### src/rtl/spi_initiator.sv
// SPI mode-0 (CPOL=0, CPHA=0) initiator, MSB first.
// One word is accepted per valid/ready handshake. The word is shifted out on
// sdo while sdi is shifted in. The received word is returned with a
// single-cycle rsp_valid strobe. A chip select can be held across words
// (keep flag) and dropped later with cs_release.
module spi_initiator #(
  parameter int DATA_WIDTH = 8,
  parameter int CLK_DIV    = 2,
  parameter int NUM_CS     = 4,
  localparam int CS_W      = (NUM_CS > 1) ? $clog2(NUM_CS) : 1
) (
  input  logic                  clk,
  input  logic                  reset,
  input  logic                  req_valid,
  output logic                  req_ready,
  input  logic [DATA_WIDTH-1:0] req_data,
  input  logic [CS_W-1:0]       req_cs,
  input  logic                  req_keep_cs,
  input  logic                  cs_release,
  output logic                  rsp_valid,
  output logic [DATA_WIDTH-1:0] rsp_data,
  output logic                  sck,
  output logic                  sdo,
  input  logic                  sdi,
  output logic [NUM_CS-1:0]     csn
);

  typedef enum logic [1:0] {
    IDLE = 2'd0,
    LOW  = 2'd1,
    HIGH = 2'd2
  } state_t;

  localparam int              BIT_W      = (DATA_WIDTH > 1) ? $clog2(DATA_WIDTH) : 1;
  localparam logic [7:0]      DIV_RELOAD = 8'(CLK_DIV - 1);
  localparam logic [BIT_W-1:0] LAST_BIT  = BIT_W'(DATA_WIDTH - 1);
  localparam logic [NUM_CS-1:0] CS_IDLE  = {NUM_CS{1'b1}};

  state_t                state;
  logic [7:0]            div_cnt;
  logic [BIT_W-1:0]      bit_cnt;
  logic [DATA_WIDTH-1:0] tx_shift;
  logic [DATA_WIDTH-1:0] rx_shift;
  logic                  keep;

  logic [DATA_WIDTH-1:0] tx_next;
  logic [DATA_WIDTH-1:0] rx_next;
  logic [NUM_CS-1:0]     cs_sel;

  // Next shift-register values and the active-low select for the request.
  always_comb begin
    tx_next = tx_shift << 1;
    rx_next = (rx_shift << 1) | DATA_WIDTH'(sdi);
    cs_sel  = ~(NUM_CS'(1) << req_cs);
  end

  // Transfer sequencer: IDLE waits for a request; LOW and HIGH each last
  // CLK_DIV cycles and form one sck period per bit.
  always_ff @(posedge clk) begin
    if (reset) begin
      state     <= IDLE;
      div_cnt   <= 8'd0;
      bit_cnt   <= '0;
      tx_shift  <= '0;
      rx_shift  <= '0;
      keep      <= 1'b0;
      req_ready <= 1'b1;
      rsp_valid <= 1'b0;
      rsp_data  <= '0;
      sck       <= 1'b0;
      sdo       <= 1'b0;
      csn       <= CS_IDLE;
    end else begin
      rsp_valid <= 1'b0;
      case (state)
        IDLE: begin
          // A request takes priority over a same-cycle cs_release.
          if (req_valid) begin
            tx_shift  <= req_data;
            sdo       <= req_data[DATA_WIDTH-1];
            keep      <= req_keep_cs;
            csn       <= cs_sel;
            sck       <= 1'b0;
            req_ready <= 1'b0;
            div_cnt   <= DIV_RELOAD;
            bit_cnt   <= '0;
            state     <= LOW;
          end else if (cs_release) begin
            csn <= CS_IDLE;
          end
        end
        LOW: begin
          if (div_cnt == 8'd0) begin
            // Rising sck edge: target data is stable, capture it.
            sck      <= 1'b1;
            rx_shift <= rx_next;
            div_cnt  <= DIV_RELOAD;
            state    <= HIGH;
          end else begin
            div_cnt <= div_cnt - 8'd1;
          end
        end
        HIGH: begin
          if (div_cnt == 8'd0) begin
            sck <= 1'b0;
            if (bit_cnt == LAST_BIT) begin
              // Last falling edge: report the word and go idle. sdo keeps
              // the last transmitted bit.
              rsp_valid <= 1'b1;
              rsp_data  <= rx_shift;
              req_ready <= 1'b1;
              state     <= IDLE;
              if (!keep) begin
                csn <= CS_IDLE;
              end
            end else begin
              // Falling edge mid-word: present the next bit.
              tx_shift <= tx_next;
              sdo      <= tx_next[DATA_WIDTH-1];
              bit_cnt  <= bit_cnt + BIT_W'(1);
              div_cnt  <= DIV_RELOAD;
              state    <= LOW;
            end
          end else begin
            div_cnt <= div_cnt - 8'd1;
          end
        end
        default: begin
          state     <= IDLE;
          req_ready <= 1'b1;
          sck       <= 1'b0;
        end
      endcase
    end
  end

endmodule

### config.mk
export PLATFORM = sky130hd
export DESIGN_NAME = spi_initiator
export DESIGN_NICKNAME = d
export VERILOG_FILES = /design/src/rtl/spi_initiator.sv
export SDC_FILE = /design/constraint.sdc
export NUM_CORES = 1
export LEC_CHECK = 0
export CORE_MARGIN = 2
export CORE_UTILIZATION = 48
export DETAILED_ROUTE_END_ITERATION = 8
export GPL_TIMING_DRIVEN = 0
export HOLD_SLACK_MARGIN = 0.1
export PLACE_DENSITY = 0.75
export SLEW_MARGIN = 20
export SYNTH_ARGS = -nofsm -noshare
export SYNTH_HDL_FRONTEND = slang
export SYNTH_SLANG_ARGS = --single-unit
export TNS_END_PERCENT = 100
### constraint.sdc
create_clock -name clk -period 2.29 [get_ports clk]
set_clock_uncertainty 0.2 [all_clocks]
set_input_delay 0.229 -clock clk [delete_from_list [all_inputs] [get_ports clk]]
set_output_delay 0.229 -clock clk [all_outputs]
set_load 0.05 [all_outputs]
# == Word level (Yosys, flattened, before mapping) ==
# Cells that the tools add are included.
# op_classes
shifts,1
n_eq_ne,11
reduce_logical,13
n_bitwise,5
muxes,36
add_sub_neg,2
# op_table
op,count
$mux 8,4
$pmux 8 s3,1
$mux 7,3
$mux 4,5
$pmux 7 s2,1
$ne 2x2->1 const B,6
$mux 1,10
$mux 3,3
$reduce_and 3->1,3
$logic_not 8->1,1
$or 8x1->8,1
$pmux 4 s2,1
$reduce_and 4->1,2
$sub 8x1->8 const B,1
$mux 2,3
$ne 3x3->1 const B,2
$pmux 1 s3,2
$pmux 2 s3,1
$pmux 3 s2,1
$reduce_and 5->1,1
$not 4->4,1
$reduce_and 2->1,2
$shl 1x2->4 const A,1
$add 3x1->3 const B,1
9 further kinds,11
# totals
regBits,45

# == Logic depth before layout (Yosys ltp) ==
# logic_depth
ltp_word,4
ltp_mapped,8
ltp_nobuf,6

# == Worst setup path after synthesis ==
# Ideal clock, no wire load.
# synth_timing
path_kind,register to register
from,"reg, netlist name sck"
to,reg div_cnt[5]
setup_time_ns,0.122
path_slack_ns,-0.045
path_stages_with_launch,8
arrival_time_ns,2.013
required_ns,1.968
path_cell_list,dfxtp_1 -> inv_1 -> ha_1 -> clkbuf_1 -> nor2b_1 -> nor2_1 -> a21oi_4 -> a221o_1
# synth_rtl
item,line,rtl
to (signal assigned),100,div_cnt <= div_cnt - 8'd1;
to (signal assigned),125,div_cnt <= div_cnt - 8'd1;
to (decl),40,logic [7:0] div_cnt;

# == Worst setup path in the final report ==
# layout_timing
from,reg div_cnt[0]
to,reg tx_shift[2]
# layout_between
elab_chain_len,3
# layout_lines
item,line,rtl
$logic_not 8->1,104,if (div_cnt == 8'd0) begin
$ne 2x2->1 (no line),-,
$reduce_and 4->1 (no line),-,
to (signal assigned),79,tx_shift <= req_data;
to (signal assigned),118,tx_shift <= tx_next;
to (decl),42,logic [DATA_WIDTH-1:0] tx_shift;
# Every way passes these cells.
# A chain may end at the register's enable or synchronous reset.

==> impl_metrics.toml <==
[status]
status = "finished clean"

[detailed_routing]
num_vias = 2054
first_pass_iters = 4
drt-vias-per-instance = 5.82
wire_per_inst_um = 15.0
drt_iter0_drc = 149
wl_mm = 5.29
ant_nets = 0
drcViolationCount = 0

[timing]
fmax_ghz = 0.443
slew_headroom_pct = 61.6
tightest_slew_ns = 0.573
grt_setup_unrepaired = "true"
hold_ws_ns = 0.137
hold_viol_final = 0
finalMaxSlewViolations = 0
min_period_ns = 2.26
setup_viol = 0
fin_crit_sh_pct = 98.7

[finish]
final_nets = 324
layout_commonest_cell = "dfxtp_1"
instances_no_fill = 353
area_growth_pct = 28.0
drive_gt1_share_pct = 15.0
most-common-layout-cells = "dfxtp_1, nand2_1, clkdlybuf4s50_1"
num_antenna_cells = 0

[synth]
yosysWarnings = 0
syn-cell-area_um2 = 2140
ys_types = 49
ys_seq_area_share_pct = 41.1
synth_fp_nets = 282
synth-seq-cells = 44
avgSynthCellArea_um2 = 8.31
synthCells = 258

[clocking]
clk_pin_slew_ns = 0.09
cts_num_sinks = 44
cts_inserted_buffers = 5
cts_root_buf = "clkbuf_8"
cts.path.max_buffers = 2
h-tree-depth = 2
insertion_delay_ns = 0.31
cts_tree = "done"

[global_routing]
grt_remaining_overflow = 0
grt_pass1_wl_mm = 8.89
grt_start_max_net_pins = 16
grt_usage_pct = 22.2
grt_pass1_vias = 1942
grt_antenna_before_repair = 0

[placement]
dpl.hpwl_mm = 3.53
gp_congestion = 0.865
placement.io_buffers = 29
dp_cells = 339

[worst_setup_path]
worstPathArrival_ns = 2.30
start_kind = "flip-flop"
crit_required_ns = 2.33
worstPathMaxFanout = 7
end_kind = "flip-flop"
rrSetupSlack_ns = 0.03
critical_path_class = "reg -> reg"

[job]
drv_cap = 0

[power]
p_leak_nw = 1.06
powerDensity_nw_per_um2 = 1220
vdd_drop_max_uv = 679

[floorplan]
core_region_area_um2 = 4320
die_y_um = 70.8
io_pins = 32
die_w_um = 70.8
die-area_um2 = 5020
rows = 24
start_util_pct = 49.6

[min_path]
hold_class = "in -> reg"
-- registers in the layout, summed over array words and instances, names as in the netlist --
name	count
keep	1
csn	4
rsp_data	8
state	1
sck	1
tx_shift	7
sdo	1
div_cnt	8
bit_cnt	3
rx_shift	8
rsp_valid	1
req_ready	1
-- critical path: stages, from the launching register on --
cell and delay (ns):
dfxtp_4 0.36, inv_4 0.06, ha_4 0.13, or4b_4 0.51
o31a_1 0.34, or2_1 0.25, buf_6 0.14, a211oi_2 0.20
-- report_power, final --
part	switching, mW	internal, mW	leakage (nW)
sequential	0.118	0.916	0.360
clock	0.287	0.329	0.0548
combinational	0.984	0.720	0.642
-- cells in the mapped netlist (all sizes together) --
cell type	number	area, um^2
a211oi	8	95.1
o41ai	1	8.76
nand4	1	6.26
ha	8	100
o311a	1	11.3
nor2	21	78.8
nand4b	1	8.76
mux2i	4	40.0
a311oi	1	8.76
clkbuf	11	41.3
or4b	1	10.0
or3b	1	8.76
nand3	10	50.1
and3b	1	8.76
dfxtp	44	881
nor4	4	25.0
and3	3	20.0
nor3b	3	22.5
nor4b	2	17.5
buf	5	30.0
nand2	31	116
a211o	3	27.5
and4	1	8.76
a41oi	1	8.76
o31ai	1	7.51
a221o	3	30.0
inv	15	56.3
o211ai	3	22.5
a21oi	27	146
nor2b	4	25.0
o21ai	18	90.1
nand3b	2	15.0
nor3	5	25.0
or2	2	12.5
or3	3	20.0
o31a	2	17.5
a21boi	1	7.51
nand2b	2	12.5
and2	1	6.26
or4	2	16.3
-- cells by family after synthesis --
logic type | share of synthesized area [%]
and+or+nand+nor | 24.0
AOI/OAI and AO/OA | 22.5
DFF | 41.1
buffers and inverters | 5.95
adders and majority gates | 4.67
muxes | 1.87
-- layout make-up --
type | instances | area [um^2]
inverter | 15 | 58.8
sequential | 44 | 887
clock buffer | 5 | 68.8
tap | 52 | 65.1
multi-input combinational | 183 | 1180
clock inverter | 3 | 46.3
buffer | 14 | 72.6
timing repair buffer | 37 | 363
fill | 354 | 1580
-- per-layer routing --
metal / global-route usage (%) / routed length, um
met2: 33.2 / 2390
met1: 29.7 / 2470
met3: 6.84 / 353
met5: 0 / 0
met4: 9.43 / 86
-- worst paths after layout --
check,startpoint,endpoint,depth (start not counted)
worst min register to register,rsp_data[2]$_SDFFE_PP0P_,rsp_data[2]$_SDFFE_PP0P_,2
worst max-delay path,div_cnt[0]$_SDFFE_PP0P_,tx_shift[2]$_SDFFE_PP0P_,7
worst max register to register,div_cnt[0]$_SDFFE_PP0P_,tx_shift[2]$_SDFFE_PP0P_,7
worst min-delay path,req_valid,keep$_SDFFE_PP0P_,3
-- per-stage QoR --
step	power [mW]	worst slack, ns	setup TNS [ns]	cell area (um^2)	util, %
after floorplan	2.05	0.00431	0	2150	-
after global placement	2.38	-0.411	-7.22	2500	57.9
after detailed placement	2.41	-0.158	-1.95	2510	58.0
after CTS	3.17	0.00469	0	2700	62.5
after global routing	3.55	-0.0581	-0.149	2750	63.5
final	3.35	0.0305	0	2750	63.5
-- repair_timing --
action / 4_1_cts / 5_1_grt
gates resized for setup: 15 / 9
cloned: 0 / 0
endpoints found under the setup margin: 23 / 28
endpoints found under the hold margin: 0 / 0
setup buffers: 5 / 3
pin swaps: 10 / 4
hold buffers: 0 / 0
Power figures use the tool's default switching activity.
